## config.mk

```make
export PLATFORM = sky130hd
export DESIGN_NAME = report_dump_scheduler
export DESIGN_NICKNAME = d
export VERILOG_FILES = /design/src/rtl/report_dump_scheduler.sv
export SDC_FILE = /design/constraint.sdc
export NUM_CORES = 1
export LEC_CHECK = 0
export BUFFER_PORTS_ARGS = -buffer_cell sky130_fd_sc_hd__buf_2
export CAP_MARGIN = 20
export CELL_PAD_IN_SITES_DETAIL_PLACEMENT = 2
export CELL_PAD_IN_SITES_GLOBAL_PLACEMENT = 2
export CORE_ASPECT_RATIO = 1.5
export CORE_MARGIN = 2
export CORE_UTILIZATION = 35
export DETAILED_ROUTE_END_ITERATION = 7
export GPL_TIMING_DRIVEN = 1
export HOLD_SLACK_MARGIN = 0.08
export PLACE_DENSITY = 0.78
export SETUP_SLACK_MARGIN = 0.1
export SLEW_MARGIN = 20
export SYNTH_ARGS = -nofsm -noshare
export SYNTH_HDL_FRONTEND = slang
export SYNTH_SLANG_ARGS = --single-unit
```

## constraint.sdc

```tcl
create_clock -name CLK -period 4.2 [get_ports CLK]
set_clock_uncertainty 0.1 [all_clocks]
set_input_delay 0.42 -clock CLK [delete_from_list [all_inputs] [get_ports CLK]]
set_output_delay 0.42 -clock CLK [all_outputs]
set_load 0.02 [all_outputs]
```

## src/rtl/report_dump_scheduler.sv

```systemverilog
// Shared report-BRAM port scheduler: record writes always win, readout streams 9-byte frames.
// Latency: one record = FETCH, WAIT, 9 SEND, NEXT = 12 cycles; tx_data/tx_valid held while tx_ready=0.
module report_dump_scheduler #(
    parameter int         ADDR_W = 16,
    parameter logic [7:0] HDR0   = 8'h5B,
    parameter logic [7:0] HDR1   = 8'h5C,
    parameter logic [7:0] HDR2   = 8'h5D,
    parameter logic [7:0] TRAIL  = 8'h0A
) (
    input  logic              CLK,
    input  logic              CPU_RESETN,
    input  logic              wr_req,
    input  logic [ADDR_W-1:0] wr_addr,
    input  logic [ADDR_W-1:0] rec_count,
    input  logic              dump_start,
    input  logic              dump_abort,
    input  logic [7:0]        rd_b1,
    input  logic [7:0]        rd_b2,
    input  logic [7:0]        rd_b3,
    input  logic [7:0]        rd_word,
    output logic [ADDR_W-1:0] bram_addr,
    output logic              bram_en,
    output logic              bram_we,
    output logic [7:0]        tx_data,
    output logic              tx_valid,
    input  logic              tx_ready,
    output logic              dump_busy,
    output logic              dump_done
);

    typedef enum logic [2:0] {S_IDLE, S_FETCH, S_WAIT, S_SEND, S_NEXT} state_t;

    state_t              state_q, state_d;
    logic [ADDR_W-1:0]   rd_ptr_q, rd_ptr_d;
    logic [3:0]          byte_idx_q, byte_idx_d;
    logic [7:0]          b1_q, b1_d, b2_q, b2_d, b3_q, b3_d, word_q, word_d, addr_lo_q, addr_lo_d;
    logic [7:0]          tx_data_q, tx_data_d;
    logic                tx_valid_q, tx_valid_d;
    logic                busy_q, busy_d;
    logic                done_q, done_d;

    logic                start_ok;
    logic                accept;
    logic                last_rec;
    logic [3:0]          nidx;
    logic [7:0]          nxt_byte;

    assign start_ok = dump_start && !dump_abort;
    assign accept   = tx_valid_q && tx_ready;
    // rec_count is live: a shrink below rd_ptr+1 also terminates the dump
    assign last_rec = ({1'b0, rd_ptr_q} + {{ADDR_W{1'b0}}, 1'b1}) >= {1'b0, rec_count};

    always_ff @(posedge CLK or negedge CPU_RESETN) begin
        if (!CPU_RESETN) begin
            state_q    <= S_IDLE;
            rd_ptr_q   <= '0;
            byte_idx_q <= '0;
            b1_q       <= '0;
            b2_q       <= '0;
            b3_q       <= '0;
            word_q     <= '0;
            addr_lo_q  <= '0;
            tx_data_q  <= '0;
            tx_valid_q <= 1'b0;
            busy_q     <= 1'b0;
            done_q     <= 1'b0;
        end else begin
            state_q    <= state_d;
            rd_ptr_q   <= rd_ptr_d;
            byte_idx_q <= byte_idx_d;
            b1_q       <= b1_d;
            b2_q       <= b2_d;
            b3_q       <= b3_d;
            word_q     <= word_d;
            addr_lo_q  <= addr_lo_d;
            tx_data_q  <= tx_data_d;
            tx_valid_q <= tx_valid_d;
            busy_q     <= busy_d;
            done_q     <= done_d;
        end
    end

    always_comb begin
        state_d = state_q;
        unique case (state_q)
            S_IDLE:  if (start_ok && rec_count != '0) state_d = S_FETCH;
            S_FETCH: if (!wr_req) state_d = S_WAIT;
            S_WAIT:  state_d = S_SEND;
            S_SEND:  if (accept && byte_idx_q == 4'd8) state_d = S_NEXT;
            S_NEXT:  state_d = last_rec ? S_IDLE : S_FETCH;
            default: state_d = S_IDLE;
        endcase
        if (dump_abort) state_d = S_IDLE;
    end

    always_comb begin
        nidx = byte_idx_q + 4'd1;
        case (nidx)
            4'd1:    nxt_byte = b1_q;
            4'd2:    nxt_byte = HDR1;
            4'd3:    nxt_byte = b2_q;
            4'd4:    nxt_byte = b3_q;
            4'd5:    nxt_byte = HDR2;
            4'd6:    nxt_byte = word_q;
            4'd7:    nxt_byte = addr_lo_q;
            4'd8:    nxt_byte = TRAIL;
            default: nxt_byte = HDR0;
        endcase
    end

    always_comb begin
        rd_ptr_d   = rd_ptr_q;
        byte_idx_d = byte_idx_q;
        b1_d       = b1_q;
        b2_d       = b2_q;
        b3_d       = b3_q;
        word_d     = word_q;
        addr_lo_d  = addr_lo_q;
        tx_data_d  = tx_data_q;
        tx_valid_d = tx_valid_q;
        busy_d     = busy_q;
        done_d     = 1'b0;

        unique case (state_q)
            S_IDLE: begin
                if (start_ok) begin
                    if (rec_count != '0) begin
                        rd_ptr_d = '0;
                        busy_d   = 1'b1;
                    end else begin
                        done_d = 1'b1;
                    end
                end
            end
            S_WAIT: begin
                // Read was issued last cycle, so capture is safe even if a write owns the port now
                b1_d       = rd_b1;
                b2_d       = rd_b2;
                b3_d       = rd_b3;
                word_d     = rd_word;
                addr_lo_d  = rd_ptr_q[7:0];
                byte_idx_d = 4'd0;
                tx_data_d  = HDR0;
                tx_valid_d = 1'b1;
            end
            S_SEND: begin
                if (accept) begin
                    if (byte_idx_q == 4'd8) begin
                        tx_valid_d = 1'b0;
                    end else begin
                        byte_idx_d = nidx;
                        tx_data_d  = nxt_byte;
                    end
                end
            end
            S_NEXT: begin
                if (last_rec) begin
                    done_d = 1'b1;
                    busy_d = 1'b0;
                end else begin
                    rd_ptr_d = rd_ptr_q + {{(ADDR_W-1){1'b0}}, 1'b1};
                end
            end
            default: ;
        endcase

        if (dump_abort && state_q != S_IDLE) begin
            tx_valid_d = 1'b0;
            busy_d     = 1'b0;
            done_d     = 1'b0;
        end
    end

    always_comb begin
        bram_addr = rd_ptr_q;
        bram_en   = 1'b0;
        bram_we   = 1'b0;
        if (wr_req) begin
            bram_addr = wr_addr;
            bram_en   = 1'b1;
            bram_we   = 1'b1;
        end else if (state_q == S_FETCH) begin
            bram_en = 1'b1;
        end
    end

    assign tx_data   = tx_data_q;
    assign tx_valid  = tx_valid_q;
    assign dump_busy = busy_q;
    assign dump_done = done_q;

endmodule

```

==> results of run 1 <==
cell type report:
class                           instances  share of cell area
Sequential cell                        74               0.330
Clock buffer                            9              0.0401
Timing Repair Buffer                  111               0.107
Inverter                               24              0.0161
Multi-Input combinational cell        321               0.458
Tap cell                              159              0.0355
Clock inverter                          7              0.0134
power by group through the flow:
stage / Clock (uW) / Sequential, uW / Combinational (uW)
finish: 783 / 934 / 439
global route: 824 / 954 / 480
CTS: 802 / 936 / 449
detailed placement: 0 / 947 / 442
global placement: 0 / 934 / 419
floorplan: 0 / 928 / 275
cell usage in the layout (no fill, tap or decap), types with 4 or more instances in the layout:
cell       instances
buf_2             98
dfrtp_1           74
mux2_2            62
nand2_1           30
inv_1             24
ha_1              22
nor2_1            19
a21oi_1           12
buf_4             12
nand3_1           11
a221o_1           11
nor3_1            10
o21ai_0           10
xnor2_1            9
nand4_1            9
nor4_1             9
a22o_1             9
clkbuf_16          9
and2_1             8
nor2b_1            7
a22oi_1            7
and4_1             6
and3_1             6
a21o_1             6
xor2_1             4
sequential cells by signal, indices dropped and copies added, names as in the netlist:
name,cells
rd_ptr_q,16
addr_lo_q,8
b1_q,8
b2_q,8
b3_q,8
tx_data,8
word_q,8
byte_idx_q,4
state_q,3
dump_busy,1
dump_done,1
tx_valid,1
metal layers:
layer	routed length, um	up-vias	GRT usage	part of all wire
met3	498	38	0.0371	0.032
met4	726	0	0.112	0.046
met2	8820	115	0.429	0.56
li1	-	1846	-	-
met5	0	-	0	0
met1	5600	2025	0.221	0.36
kinds of logic (layout without fill, tap and decap cells):
| group | count (synthesis) | after routing | share of synthesized area |
|---|---|---|---|
| muxes | 65 | 65 | 0.157 |
| buffers and inverters | 50 | 151 | 0.0508 |
| adders and majority gates | 22 | 22 | 0.0592 |
| DFF | 74 | 74 | 0.398 |
| xor gates and xnor gates | 14 | 14 | 0.0264 |
| AOI/OAI and AO/OA | 92 | 92 | 0.158 |
| and+or+nand+nor | 128 | 128 | 0.151 |
how the worst max path moves through the flow:
stage / startpoint / endpoint / slack, ps / depth (start not counted)
after floorplan: rd_ptr_q[0] / rd_ptr_q[11] / 1120 / 13
after global placement: rd_ptr_q[0] / rd_ptr_q[6] / 360 / 11
after detailed placement: rd_ptr_q[0] / rd_ptr_q[5] / 200 / 11
after CTS: rd_ptr_q[0] / rd_ptr_q[9] / 160 / 11
after global routing: rd_ptr_q[0] / rd_ptr_q[2] / 120 / 14
final: rd_ptr_q[0] / rd_ptr_q[7] / 300 / 11
critical path, cell delays in order (launching register included):
cell and delay, ps:
dfrtp_1 520, ha_1 330, and3_1 320, nand3_1 170
xnor2_1 380, ha_1 330, nand4_1 130, nor3_1 80
a2111oi_2 540, o211ai_4 160, o21a_1 380, a221o_1 360
through the flow:
step           cell area, um^2  cells   util  hold slack, ps  worst slack [ps]
6_report                  5610    705  0.433             178               297
5_1_grt                   5610    705  0.433             186               117
4_1_cts                   5550    700  0.429             173               159
3_5_place_dp              5250    684  0.406             395               202
3_3_place_gp              5250    684  0.406             388               359
2_1_floorplan             4650    445      -            24.4              1120
timing repair:
item,CTS,global route
buffers inserted,0,5
resized for setup,0,1
endpoints found under the hold margin,0,0
setup endpoints to repair,0,15
==> impl_metrics.ini, run 1 <==
[min_path]
min_path_cells = 2
min_from = dump_abort
hold_end = dump_done
holdCritPathClass = input pin to flop

[grt]
grt_pass1_wl_um = 24700
grtUsageTotal = 0.222
antenna_found_initial = 0
overflow = 0
grt_max_degree = 75
grt_pass1_vias = 4609

[layout]
multi_input_area_um2 = 2570
num_antenna_cells = 0
regArea_um2 = 1850
area_growth_pct = 20.7
drive_gt1_frac = 0.368
fill_cells = 1425
layout.nets = 633

[drt]
wirelength_um = 15600
drt-pass1-iter-count = 4
route.detailed.drc = 0
detail-route-antenna-nets = 0
drtIter0Drc = 110
vias = 4024
routed_via_density = 5.71
wl_per_cell_um = 22.2

[synth]
synth_warnings = 0
synthDominantCellAreaShare = 0.398
yosysSeqAreaShare = 0.398
netlist-cell-type-count = 62
syn_inst = 445
synth_edf_count = 0
synth_area_leaders = dfrtp_1 40%, mux2_2 15%, ha_1 5.9%, nand2_1 2.4%, a221o_1 2.4%
synth_seq_cells = 74
async_reset_ff_frac = 1.00
syn_area_um2 = 4650
yosysMostFrequentCell = dfrtp_1
synth_top_cell_by_area = dfrtp_1
synth_fp_nets = 537
synth-main-ff-cell = dfrtp_1
syn_area_per_cell_um2 = 10.5
synth_common_cells = 74 x dfrtp_1, 62 x mux2_2, 30 x nand2_1, 24 x inv_1, 22 x ha_1

[run_status]
outcome = finished, final reports clean

[die]
core_area_um2 = 13000
placementRows = 51
die_y_um = 145
pin_count = 99
start_util = 0.359
dieArea_um2 = 14200
die_x_um = 98.1

[power_and_ir_drop]
p_sw_uw = 636
vdd_drop_max_mv = 0.157
fin_total_pwr_uw = 2160
powerDensity_nw_per_um2 = 384
p_seq_frac = 0.433
p_sw_frac = 0.295
p_comb_frac = 0.204
clkPwrFrac = 0.363
leakage_uw = 0.00269
internal_power_uw = 1520

[critical_path]
start_kind = flop
r2r_start = rd_ptr_q[0]
worst-endpoint-required_ps = 4320
critPathMaxFanout = 11
reg2reg_slack_ps = 300
reg2reg_depth = 11
worstSetupPathType = flop to flop
timing.rr.end = rd_ptr_q[7]
crit_path_end_kind = flop
cp.arrival_ps = 4030

[clock_tree]
hold_buffers = 0
cts_htree_levels = 3
clk_latency_ps = 340
cts_tree = yes
cts_root_buffer = clkbuf_16
cts_buffers = 9
cts_max_path_buffers = 2
cts.sinks = 74
path_clk_slew_ps = 60

[run]
maxCapViolations = 0

[placed_design]
io_buffer_count = 98
hpwl_um = 11900
gp_congestion = 0.807

[sta]
slew_viol_final = 0
grt_setup_unrepaired = false
tightest_slew_ps = 961
finalSetupViolCount = 0
hold_viol = 0
finalCritPeriodShare = 0.929
slew_headroom = 0.360
fmax_ghz = 0.256
fin_setup_tns_ps = 0
timing.final.crit_period_ps = 3900
Power figures use the tool's default switching activity.
==> run 2, diff against run 1 <==
--- a/config.mk
+++ b/config.mk
@@ -6,14 +6,14 @@
 export NUM_CORES = 1
 export LEC_CHECK = 0
 export BUFFER_PORTS_ARGS = -buffer_cell sky130_fd_sc_hd__buf_2
-export CAP_MARGIN = 20
+export CAP_MARGIN = 0
 export CELL_PAD_IN_SITES_DETAIL_PLACEMENT = 2
 export CELL_PAD_IN_SITES_GLOBAL_PLACEMENT = 2
 export CORE_ASPECT_RATIO = 1.5
 export CORE_MARGIN = 2
 export CORE_UTILIZATION = 35
 export DETAILED_ROUTE_END_ITERATION = 7
-export GPL_TIMING_DRIVEN = 1
+export GPL_TIMING_DRIVEN = 0
 export HOLD_SLACK_MARGIN = 0.08
 export PLACE_DENSITY = 0.78
 export SETUP_SLACK_MARGIN = 0.1
==> run 2 against run 1 <==
Compared with the run above: register-to-register slack gained 110 ps; sequential cell count stayed put; worst hold slack gained 1.1 ps; clock-buffer cell count up 1; cell count grew 2.0%; fmax rose by 3.0%; core utilization increased by 0.40 points.
==> impl_metrics.ini, run 2 (synthesis gave the netlist of run 1 again) <==
[critical_path]
cp.arrival_ps = 3900
worst-endpoint-required_ps = 4320
critPathMaxFanout = 10
reg2reg_slack_ps = 410
crit_path_end_kind = flop
worstSetupPathType = flop to flop
start_kind = flop

[die]
placementRows = 51
die_x_um = 98.1
die_y_um = 145
pin_count = 99
dieArea_um2 = 14200
core_area_um2 = 13000
start_util = 0.359

[drt]
drtIter0Drc = 126
route.detailed.drc = 0
routed_via_density = 5.68
detail-route-antenna-nets = 0
wl_per_cell_um = 22.4
wirelength_um = 16100
drt-pass1-iter-count = 4
vias = 4084

[clock_tree]
cts_htree_levels = 3
cts_tree = yes
cts_root_buffer = clkbuf_16
cts.sinks = 74
clk_latency_ps = 340
cts_max_path_buffers = 2
cts_buffers = 9
path_clk_slew_ps = 60
post_cts_buffers = 0

[layout]
final_area_um2 = 5660
final_common_cell = buf_2
drive_gt1_frac = 0.355
fill_cells = 1421
largest_register = rd_ptr_q
layout.nets = 647
num_antenna_cells = 0
regArea_um2 = 1850
multi_input_area_um2 = 2560
final_cell_mix = 102 x buf_2, 74 x dfrtp_1, 62 x mux2_2, 30 x nand2_1, 24 x inv_1
area_growth_pct = 21.8
largest_register_ffs = 16

[grt]
grt_pass1_wl_um = 25900
grt_pass1_vias = 4769
grtUsageTotal = 0.234
antenna_found_initial = 0
overflow = 0
grt_max_degree = 44

[power_and_ir_drop]
vdd_drop_max_mv = 0.184
fin_total_pwr_uw = 2170
leakage_uw = 0.00271
powerDensity_nw_per_um2 = 383

[sta]
timing.final.crit_period_ps = 3790
slew_viol_final = 0
grt_setup_unrepaired = false
slew_headroom = 0.398
fin_setup_tns_ps = 0
finalSetupViolCount = 0
whs_ps = 179
hold_viol = 0
tightest_slew_ps = 902
finalCritPeriodShare = 0.902
fmax_ghz = 0.264

[placed_design]
gp_congestion = 0.801
io_buffer_count = 97
placed_area_um2 = 5360
hpwl_um = 12500

[min_path]
holdCritPathClass = input pin to flop

[run_status]
outcome = finished, final reports clean

[run]
maxCapViolations = 0
==> run 2: cell count changes in the layout (fill, tap and decap cells not counted) <==
cell,change
buf_1,+4
inv_6,-1
xnor2_2,-1
dlygate4sd3_1,+1
buf_6,+4
clkbuf_1,+10
xnor2_1,+1
buf_2,+4
buf_4,-8
==> run 2: per-stage QoR <==
| step | utilization | std cells | setup slack [ps] |
|---|---|---|---|
| after global placement | 0.412 | 701 | 455 |
| after global routing | 0.437 | 719 | 183 |
| after detailed placement | 0.414 | 702 | 388 |
| final | 0.437 | 719 | 411 |
| after floorplan | - | 445 | 1120 |
| after CTS | 0.437 | 719 | 371 |
==> run 2: routing by layer <==
layer  vias to the layer above  global-route usage  wire length (um)
li1                       1871                   -                 -
met1                      2068               0.233              5640
met2                       116               0.459              9250
met3                        29              0.0390               597
met4                         0               0.106               637
met5                         -                   0                 0
==> run 2: area by class of cell <==
type                       count  share of cell area
multi-input combinational    321               0.452
sequential                    74               0.327
timing repair buffer          99              0.0915
clock buffer                  10              0.0404
tap                          159              0.0351
buffer                        26              0.0259
inverter                      24              0.0159
clock inverter                 6              0.0117
==> run 2: timing repair <==
item | in CTS | in global routing
setup endpoints to repair | 0 | 0
resized for setup | 0 | 0
hold buffers | 1 | 0
hold endpoints to repair | 31 | 0
==> run 2: worst max-delay path, stage by stage, from the launching register on <==
cell	delay, ps
dfrtp_1	530
ha_1	320
and3_1	300
nand3_1	120
xnor2_1	350
ha_1	340
a211oi_1	260
nor2_1	90
a2111oi_2	340
o211ai_4	190
o21a_1	250
buf_6	150
a221o_1	320
==> run 2: path summary, 6_finish.rpt <==
check | startpoint | to | cells after the start
setup / recovery | rd_ptr_q[0] | rd_ptr_q[4] | 12
hold / removal | dump_abort | dump_done | 2
setup reg to reg | rd_ptr_q[0] | rd_ptr_q[4] | 12
hold reg to reg | tx_data[2] | tx_data[2] | 1
max in group asynchronous | CPU_RESETN | b1_q[4] | 3
min in group asynchronous | CPU_RESETN | byte_idx_q[1] | 2
==> run 2: power breakdown <==
| part | internal (uW) | leakage [uW] | switching (uW) |
|---|---|---|---|
| sequential | 841 | 0.000934 | 91.3 |
| clock | 462 | 0.000147 | 314 |
| combinational | 218 | 0.00163 | 242 |
| total | 1520 | 0.00271 | 646 |
